`config.mk`:
```
export PLATFORM = sky130hd
export DESIGN_NAME = uart_cfg_sequencer
export DESIGN_NICKNAME = d
export VERILOG_FILES = /design/src/rtl/uart_cfg_sequencer.sv
export SDC_FILE = /design/constraint.sdc
export NUM_CORES = 1
export LEC_CHECK = 0
export ABC_CLOCK_PERIOD_IN_PS = 4700
export BUFFER_PORTS_ARGS = -buffer_cell sky130_fd_sc_hd__buf_2
export CAP_MARGIN = 20
export CELL_PAD_IN_SITES_DETAIL_PLACEMENT = 0
export CELL_PAD_IN_SITES_GLOBAL_PLACEMENT = 1
export CORE_MARGIN = 2
export CORE_UTILIZATION = 45
export DETAILED_ROUTE_END_ITERATION = 8
export GPL_ROUTABILITY_DRIVEN = 0
export PLACE_DENSITY = 0.9
export SLEW_MARGIN = 20
export SYNTH_ARGS = -nofsm -noshare
export SYNTH_HDL_FRONTEND = slang
export SYNTH_SLANG_ARGS = --single-unit
```
`constraint.sdc`:
```
create_clock -name clk_i -period 4.7 [get_ports clk_i]
set_input_delay 0 -clock clk_i [delete_from_list [all_inputs] [get_ports clk_i]]
set_output_delay 0 -clock clk_i [all_outputs]
set_load 0.02 [all_outputs]
```
`src/rtl/uart_cfg_sequencer.sv`:
```
// Purpose : master-side UART line-configuration handshake. Sends the four-packet
//           config sequence {data_width, stop_bits, parity, end} and waits for an
//           8'hFF ack after each byte; applies the config on success.
// Latency : start_i -> first tx_valid_o 2 cycles; DONE/FAIL is a 1-cycle state.
// Backpr. : tx_valid_o holds with tx_data_o stable until tx_ready_i; the ack
//           timer only runs while waiting for an ack, never while stalled.
// Ports   : clk_i/rst_n_i clock and async active-low reset; start_i + config_i
//           request a sequence; tx_data_o/tx_valid_o/tx_ready_i transmit path;
//           rx_data_i/rx_valid_i ack path; busy_o, config_o (applied config),
//           int_id_o (0110 done, 0001 fail, 0000 otherwise).
// Option  : define UART_CFG_RETRY_EN to resend a timed-out packet up to
//           MAX_RETRY times before failing; without it the first timeout fails.
module uart_cfg_sequencer #(
  parameter int unsigned TIMEOUT_CYCLES = 1_000_000,
  parameter int unsigned MAX_RETRY      = 3
) (
  input  logic       clk_i,
  input  logic       rst_n_i,
  input  logic       start_i,
  input  logic [5:0] config_i,
  output logic [7:0] tx_data_o,
  output logic       tx_valid_o,
  input  logic       tx_ready_i,
  input  logic [7:0] rx_data_i,
  input  logic       rx_valid_i,
  output logic       busy_o,
  output logic [5:0] config_o,
  output logic [3:0] int_id_o
);

  localparam logic [2:0] IDLE     = 3'd0;
  localparam logic [2:0] CHECK    = 3'd1;
  localparam logic [2:0] SEND     = 3'd2;
  localparam logic [2:0] WAIT_ACK = 3'd3;
  localparam logic [2:0] DONE     = 3'd4;
  localparam logic [2:0] FAIL     = 3'd5;

  localparam int unsigned TW = $clog2(TIMEOUT_CYCLES + 1);
  localparam logic [TW-1:0] TIMER_TERM = TW'(TIMEOUT_CYCLES - 1);
  localparam logic [TW-1:0] TIMER_MAX  = {TW{1'b1}};

  // 8-bit data, 2 stop bits, even parity
  localparam logic [5:0] CFG_RESET = 6'b11_11_01;

  localparam logic [3:0] INT_NONE = 4'b0000;
  localparam logic [3:0] INT_DONE = 4'b0110;
  localparam logic [3:0] INT_FAIL = 4'b0001;

  logic [2:0]    state;
  logic [5:0]    cfg_q;   // {data_width, stop_bits, parity_mode}
  logic [1:0]    index;
  logic [TW-1:0] timer;
  logic [7:0]    pkt;
  logic          ack;
  logic          timeout;
  logic          retry_ok;

  // An ack in the terminal-count cycle takes priority over the timeout.
  assign ack     = (state == WAIT_ACK) && rx_valid_i && (rx_data_i == 8'hFF);
  assign timeout = (state == WAIT_ACK) && !ack && (timer == TIMER_TERM);

`ifdef UART_CFG_RETRY_EN
  localparam int unsigned RW = (MAX_RETRY > 0) ? $clog2(MAX_RETRY + 1) : 1;
  localparam logic [RW-1:0] RETRY_LIMIT = RW'(MAX_RETRY);

  logic [RW-1:0] retry;

  assign retry_ok = (retry < RETRY_LIMIT);

  // Counts resends of the current packet; cleared on every good ack and on
  // a new sequence, so each packet gets its own retry budget.
  always_ff @(posedge clk_i or negedge rst_n_i) begin
    if (!rst_n_i) begin
      retry <= '0;
    end else if ((state == IDLE && start_i) || ack) begin
      retry <= '0;
    end else if (timeout && retry_ok) begin
      retry <= retry + 1'b1;
    end
  end
`else
  assign retry_ok = 1'b0;
`endif

  always_comb begin
    pkt = 8'h00;
    case (index)
      2'd0:    pkt = {4'b0000, cfg_q[5:4], 2'b01};
      2'd1:    pkt = {4'b0000, cfg_q[3:2], 2'b10};
      2'd2:    pkt = {4'b0000, cfg_q[1:0], 2'b11};
      default: pkt = 8'h00;
    endcase
  end

  // Outputs decode straight from the state register, so an asserted reset
  // forces them to their idle values without waiting for a clock edge.
  assign tx_valid_o = (state == SEND);
  assign tx_data_o  = (state == SEND) ? pkt : 8'h00;
  assign busy_o     = (state != IDLE);

  always_comb begin
    int_id_o = INT_NONE;
    if (state == DONE) int_id_o = INT_DONE;
    if (state == FAIL) int_id_o = INT_FAIL;
  end

  always_ff @(posedge clk_i or negedge rst_n_i) begin
    if (!rst_n_i) begin
      state    <= IDLE;
      cfg_q    <= CFG_RESET;
      index    <= 2'd0;
      timer    <= '0;
      config_o <= CFG_RESET;
    end else begin
      case (state)
        IDLE: begin
          if (start_i) begin
            cfg_q <= config_i;
            state <= CHECK;
          end
        end
        CHECK: begin
          index <= 2'd0;
          // stop_bits 2'b10 is reserved: refuse before anything goes on the wire
          state <= (cfg_q[3:2] == 2'b10) ? FAIL : SEND;
        end
        SEND: begin
          if (tx_ready_i) begin
            timer <= '0;
            state <= WAIT_ACK;
          end
        end
        WAIT_ACK: begin
          if (ack) begin
            if (index == 2'd3) begin
              state <= DONE;
            end else begin
              index <= index + 2'd1;
              state <= SEND;
            end
          end else if (timeout) begin
            state <= retry_ok ? SEND : FAIL;
          end else if (timer != TIMER_MAX) begin
            timer <= timer + 1'b1;
          end
        end
        DONE: begin
          config_o <= cfg_q;
          state    <= IDLE;
        end
        FAIL: begin
          state <= IDLE;
        end
        default: begin
          state <= IDLE;
        end
      endcase
    end
  end

endmodule

```
==> out/metrics.cfg, run 1 <==
[global_routing]
grt_pass1_vias = 1712
antenna_found_initial = 0
grt_pass1_wl_um = 7900
grt_max_degree = 38
groute.usage.overall_pct = 19.16
overflow = 0

[sta]
period_minus_slack_ns = 2.604
max_slew_margin_pct = 25.90
finalCritPeriodShare_pct = 55.40
finalSetupTns_ns = 0
max_freq_mhz = 384.0
worst_slew_pin_slew_ns = 1.109
finalSetupViolations = 0
skew_ns = 0.009192
hold_viol = 0
grt_setup_unrepaired = false
slew_violations = 0

[clock_tree]
cts_buffers = 5
cts.htree.levels = 2
clk_path_buf_depth = 2
cts_tree = done
ctsHoldBuffers = 7
post_cts_resized = 0
cts_sinks = 37
clk_latency_ns = 0.30
path_clk_slew_ns = 0.08
cts_root_buf = clkbuf_8
post_cts_buffers = 0

[drt]
vias_per_cell = 5.810
finalWirelength_um = 4702
remaining_drc_errors = 0
dr.pass1.iters = 4
drt_first_iter_violations = 102
ant_nets = 0
post_drt_wl_per_cell_um = 14.93
num_vias = 1830

[synth]
yosys_warnings = 0
synth_edf_count = 0
yosysSeqAreaShare_pct = 43.53
netlist_area_um2 = 2156
ys_types = 45
ys_ff_latch = 37
synth.avg_cell_area_um2 = 9.539
synthFlopType = dfrtp_1
syn_inst = 226
async_reset_ff_share_pct = 100.0

[setup_path]
crit_fanout = 20
worstSetupEndpointType = flop
arrival_ns = 2.81
worstSetupPathType = flop to flop
worstPathRequired_ns = 4.91
start_kind = flop

[final_layout]
final_cell_area_um2 = 2497
layout-drive-gt1-share_pct = 26.44
fin_cells = 315
final_util_pct = 53.58
area_growth_pct = 15.84
mostFrequentLayoutCells = buf_2 (33), a31oi_1 (27), dfrtp_1 (27), nor2_1 (17), nand2_1 (15)
antenna_cells = 0
final_common_cell = buf_2
fin_nets = 284

[floorplanning]
dieHeight_um = 73.22
core_um2 = 4661
io_pins = 39
num_rows = 25
dieArea_um2 = 5360
die_x_um = 73.22
initial_core_util_pct = 46.26

[placed_design]
hpwl_um = 3241
io_buffers = 33
dp.cells = 300
placed_area_um2 = 2293

[status]
run_status = finished clean

[worst_hold_path]
min_path_type = input pin to flop

[job]
max_cap_violations = 0

[pwr]
ir_drop_mv = 0.2766
power.density_nw_per_um2 = 553.2
power_leakage_nw = 1.092

cell usage after synthesis (2+ instances only):
| master | count | area [µm²] |
|---|---|---|
| nand3_1 | 5 | 25.02 |
| clkbuf_1 | 7 | 26.28 |
| buf_4 | 7 | 52.55 |
| nand2_1 | 15 | 56.30 |
| a222oi_1 | 2 | 20.02 |
| nor4_1 | 4 | 25.02 |
| dfrtp_1 | 27 | 675.7 |
| dfstp_2 | 10 | 262.8 |
| nor2_1 | 17 | 63.81 |
| ha_1 | 5 | 62.56 |
| nand2b_1 | 4 | 25.02 |
| a41oi_1 | 3 | 26.28 |
| nand4_1 | 5 | 31.28 |
| nor3_1 | 6 | 30.03 |
| or3_1 | 4 | 25.02 |
| a21oi_1 | 6 | 30.03 |
| a22o_1 | 2 | 17.52 |
| mux2_2 | 12 | 135.1 |
| o21a_1 | 3 | 22.52 |
| a31oi_1 | 27 | 168.9 |
| mux2i_1 | 2 | 20.02 |
| o31ai_1 | 2 | 15.01 |
| o21ai_1 | 2 | 10.01 |
| nor3b_1 | 2 | 15.01 |
| and3b_1 | 2 | 17.52 |
| and3_1 | 5 | 31.28 |
| o21ai_0 | 11 | 55.05 |
| buf_6 | 3 | 33.78 |
| inv_1 | 9 | 33.78 |
| a31oi_2 | 2 | 25.02 |
worst paths after layout:
| check | startpoint | endpoint | slack, ns | cells past startpoint |
|---|---|---|---|---|
| hold reg to reg | timer[19]$_DFFE_PN0P_ | timer[19]$_DFFE_PN0P_ | 0.51 | 1 |
| hold / removal | tx_ready_i | state[0]$_DFFE_PN0P_ | 0.10 | 5 |
| setup reg to reg | state[0]$_DFFE_PN0P_ | timer[17]$_DFFE_PN0P_ | 2.10 | 5 |
| min in group asynchronous | rst_n_i | index[0]$_DFFE_PN0P_ | 0.32 | 2 |
| max in group asynchronous | rst_n_i | timer[12]$_DFFE_PN0P_ | 3.87 | 2 |
| setup / recovery | state[0]$_DFFE_PN0P_ | timer[17]$_DFFE_PN0P_ | 2.10 | 5 |
through the flow:
stage | hold WS [ns] | setup WS [ns] | power, mW
after global routing | 0.1556 | 1.882 | 1.479
after CTS | 0.1087 | 2.108 | 1.393
after floorplan | -0.2956 | 2.557 | 0.9300
final | 0.1013 | 2.096 | 1.381
after detailed placement | 0.1364 | 2.135 | 1.058
after global placement | 0.1364 | 2.159 | 1.051
registers in the layout, summed over array words and instances (netlist names):
register / count
cfg_q: 6
timer: 20
config_o: 6
index: 2
state: 3
layout make-up:
| class | count | area, µm² |
|---|---|---|
| clock inverter | 3 | 65.06 |
| fill | 407 | 2163 |
| clock buffer | 5 | 68.82 |
| inverter | 9 | 33.78 |
| tap | 54 | 67.56 |
| timing repair buffer | 41 | 242.7 |
| sequential | 37 | 938.4 |
| multi-input combinational | 166 | 1081 |
logic make-up after synthesis:
| group | Yosys count | synth area share, % |
|---|---|---|
| AND/OR/NAND/NOR | 80 | 20.31 |
| AO/OA/AOI/OAI | 61 | 18.46 |
| flip-flops | 37 | 43.53 |
| buffers and inverters | 27 | 7.022 |
| multiplexers | 14 | 7.197 |
| adder cells (fa/ha/maj) | 5 | 2.902 |
| other | 1 | 0.1739 |
| XOR/XNOR | 1 | 0.4063 |
report_power, final:
| group | switching (mW) | internal [mW] | total (mW) |
|---|---|---|---|
| Sequential | 0.0849 | 0.434 | 0.518 |
| Clock | 0.117 | 0.211 | 0.328 |
| Combinational | 0.324 | 0.211 | 0.535 |
metal layers:
metal	global-route usage [%]	wire, µm	up-vias	share of wire (%)
met5	0	0	-	0
met4	6.584	70	0	1.5
met1	25.07	2173	860	46
li1	-	-	906	-
met2	31.03	2181	57	46
met3	4.558	276	7	5.9
critical path: stages (launching register included):
cell and delay, ns:
dfrtp_1 0.55, and3b_1 0.59, nand3_1 0.12, or3_1 0.65
and3_4 0.39, a31oi_1 0.20
Note: power is estimated with default switching activity, not from simulation.
==> run 2, diff against run 1 <==
--- a/config.mk
+++ b/config.mk
@@ -5,16 +5,16 @@
 export SDC_FILE = /design/constraint.sdc
 export NUM_CORES = 1
 export LEC_CHECK = 0
-export ABC_CLOCK_PERIOD_IN_PS = 4700
+export ABC_CLOCK_PERIOD_IN_PS = 2400
 export BUFFER_PORTS_ARGS = -buffer_cell sky130_fd_sc_hd__buf_2
 export CAP_MARGIN = 20
 export CELL_PAD_IN_SITES_DETAIL_PLACEMENT = 0
 export CELL_PAD_IN_SITES_GLOBAL_PLACEMENT = 1
 export CORE_MARGIN = 2
-export CORE_UTILIZATION = 45
+export CORE_UTILIZATION = 42
 export DETAILED_ROUTE_END_ITERATION = 8
 export GPL_ROUTABILITY_DRIVEN = 0
-export PLACE_DENSITY = 0.9
+export PLACE_DENSITY = 0.85
 export SLEW_MARGIN = 20
 export SYNTH_ARGS = -nofsm -noshare
 export SYNTH_HDL_FRONTEND = slang
==> constraint.sdc (replaced) <==
create_clock -name clk_i -period 2.4 [get_ports clk_i]
set_input_delay 0 -clock clk_i [delete_from_list [all_inputs] [get_ports clk_i]]
set_output_delay 0 -clock clk_i [all_outputs]
set_load 0.02 [all_outputs]
==> run 2 against run 1 <==
First-iteration DRC count is 4.9% lower. Critical path type unchanged. Final area up 4.3%. Critical path depth is 1 higher. Wire length rose by 2.5%. Total power up 97%. Non-clock buffer count is 11 higher. Die area is 6.7% higher. Via count up 3.7%. Clock-buffer cell count increased by 2.
==> out/metrics.cfg, run 2 (synthesized netlist as in run 1, its figures left out) <==
[pwr]
power.density_nw_per_um2 = 1043
power_leakage_nw = 1.144
ir_drop_mv = 0.4089

[final_layout]
multi_input_area_um2 = 1092
final_cell_area_um2 = 2605
final_common_cell = buf_2
mostFrequentLayoutCells = buf_2 (33), dfrtp_1 (27), a31oi_1 (26), nor2_1 (17), nand2_1 (15)
fin_nets = 295
final_util_pct = 51.66
final.fill_count = 470
reg_top3 = timer x20, cfg_q x6, config_o x6
area_growth_pct = 20.84
largest_register_ffs = 20
antenna_cells = 0
fin_cells = 342
layout-drive-gt1-share_pct = 30.15
seq_area_um2 = 938.4
regMostFlops = timer

[floorplanning]
core_um2 = 5042
num_rows = 26
dieHeight_um = 75.65
die_x_um = 75.65
initial_core_util_pct = 42.75
dieArea_um2 = 5722
io_pins = 39

[setup_path]
cp_num_buf_inv = 0
crit_fanout = 20
max_stage_delay_ns = 0.41
start_kind = flop
crit_chain = ha_1 > nand4_1 > or3_1 > or3_4 > and3_4 > a31oi_1
worstPathRequired_ns = 2.61
crit_start = timer[0]$_DFFE_PN0P_
arrival_ns = 2.35
r2r-start = timer[0]$_DFFE_PN0P_
cp_top_family = simple AND/OR/NAND/NOR gates
worstSetupPathType = flop to flop
worstSetupEndpointType = flop
slowest_stage = or3_1

[drt]
vias_per_cell = 5.550
drt_first_iter_violations = 97
remaining_drc_errors = 0
ant_nets = 0
post_drt_wl_per_cell_um = 14.10
dr.pass1.iters = 4
num_vias = 1898
finalWirelength_um = 4821

[clock_tree]
clk_path_buf_depth = 2
cts_buffers = 5
post_cts_buffers = 0
cts_sinks = 37
cts.htree.levels = 2
cts_tree = done
cts_root_buf = clkbuf_8
clk_latency_ns = 0.30
path_clk_slew_ns = 0.08

[sta]
period_minus_slack_ns = 2.135
grt_setup_unrepaired = false
finalSetupTns_ns = 0
hold_viol = 0
finalSetupViolations = 0
max_freq_mhz = 468.3
worst_slew_pin_slew_ns = 0.8209
slew_violations = 0
skew_ns = 0.007543
finalCritPeriodShare_pct = 88.97
max_slew_margin_pct = 45.28

[placed_design]
dp.cells = 327
io_buffers = 33
hpwl_um = 3367
placed_area_um2 = 2396

[global_routing]
grt_max_degree = 38
grt_pass1_wl_um = 8086
grt_pass1_vias = 1725
overflow = 0
groute.usage.overall_pct = 18.61
antenna_found_initial = 0

[status]
run_status = finished clean

[job]
max_cap_violations = 0

[worst_hold_path]
min_path_type = input pin to flop
min_from = tx_ready_i

[run 2: final cells by class]
cell class | count | area share [%]
Clock buffer | 7 | 4.563
Clock inverter | 1 | 0.3362
Inverter | 9 | 1.297
Multi-Input combinational cell | 166 | 41.93
Sequential cell | 37 | 36.02
Tap cell | 70 | 3.362
Timing Repair Buffer | 52 | 12.49
[run 2: power by group]
group          switching (mW)  internal [mW]  total (mW)
Sequential              0.122          0.850       0.972
Clock                   0.241          0.335       0.575
Combinational           0.699          0.472        1.17
[run 2: final timing paths]
| check | to | slack (ns) | cells past startpoint |
|---|---|---|---|
| worst max register to register | timer[7]$_DFFE_PN0P_ | 0.26 | 6 |
| worst max-delay path | timer[7]$_DFFE_PN0P_ | 0.26 | 6 |
| min in group asynchronous | state[0]$_DFFE_PN0P_ | 0.33 | 2 |
| worst min register to register | timer[19]$_DFFE_PN0P_ | 0.51 | 1 |
| max in group asynchronous | timer[7]$_DFFE_PN0P_ | 1.55 | 2 |
| worst min-delay path | state[0]$_DFFE_PN0P_ | 0.11 | 5 |
[run 2: through the flow]
step	power [mW]	worst slack (ns)	hold slack (ns)
after global routing	2.926	0.1312	0.1548
after floorplan	1.821	0.2567	-0.2956
after detailed placement	2.146	0.1414	0.1459
after CTS	2.735	0.1189	0.1097
final	2.718	0.2647	0.1090
after global placement	2.130	0.2159	0.1432
[run 2: layer usage]
layer  GRT usage [%]  vias up  wire length [µm]
met4           5.263        0                38
li1                -      929                 -
met5               0        -                 0
met1           24.81      901              2247
met2           30.43       64              2280
met3           4.365        4               256
[run 2: worst min-delay path, cell delays in order]
cell and delay (ns):
buf_2 0.11, nand2_1 0.05, o21ai_0 0.06, o21ai_0 0.07, nor2_1 0.08
[run 2: repair_timing]
item,in CTS,in global routing
hold endpoints to repair,33,0
gates resized for setup,0,2
endpoints found under the setup margin,0,7
hold buffers,7,0
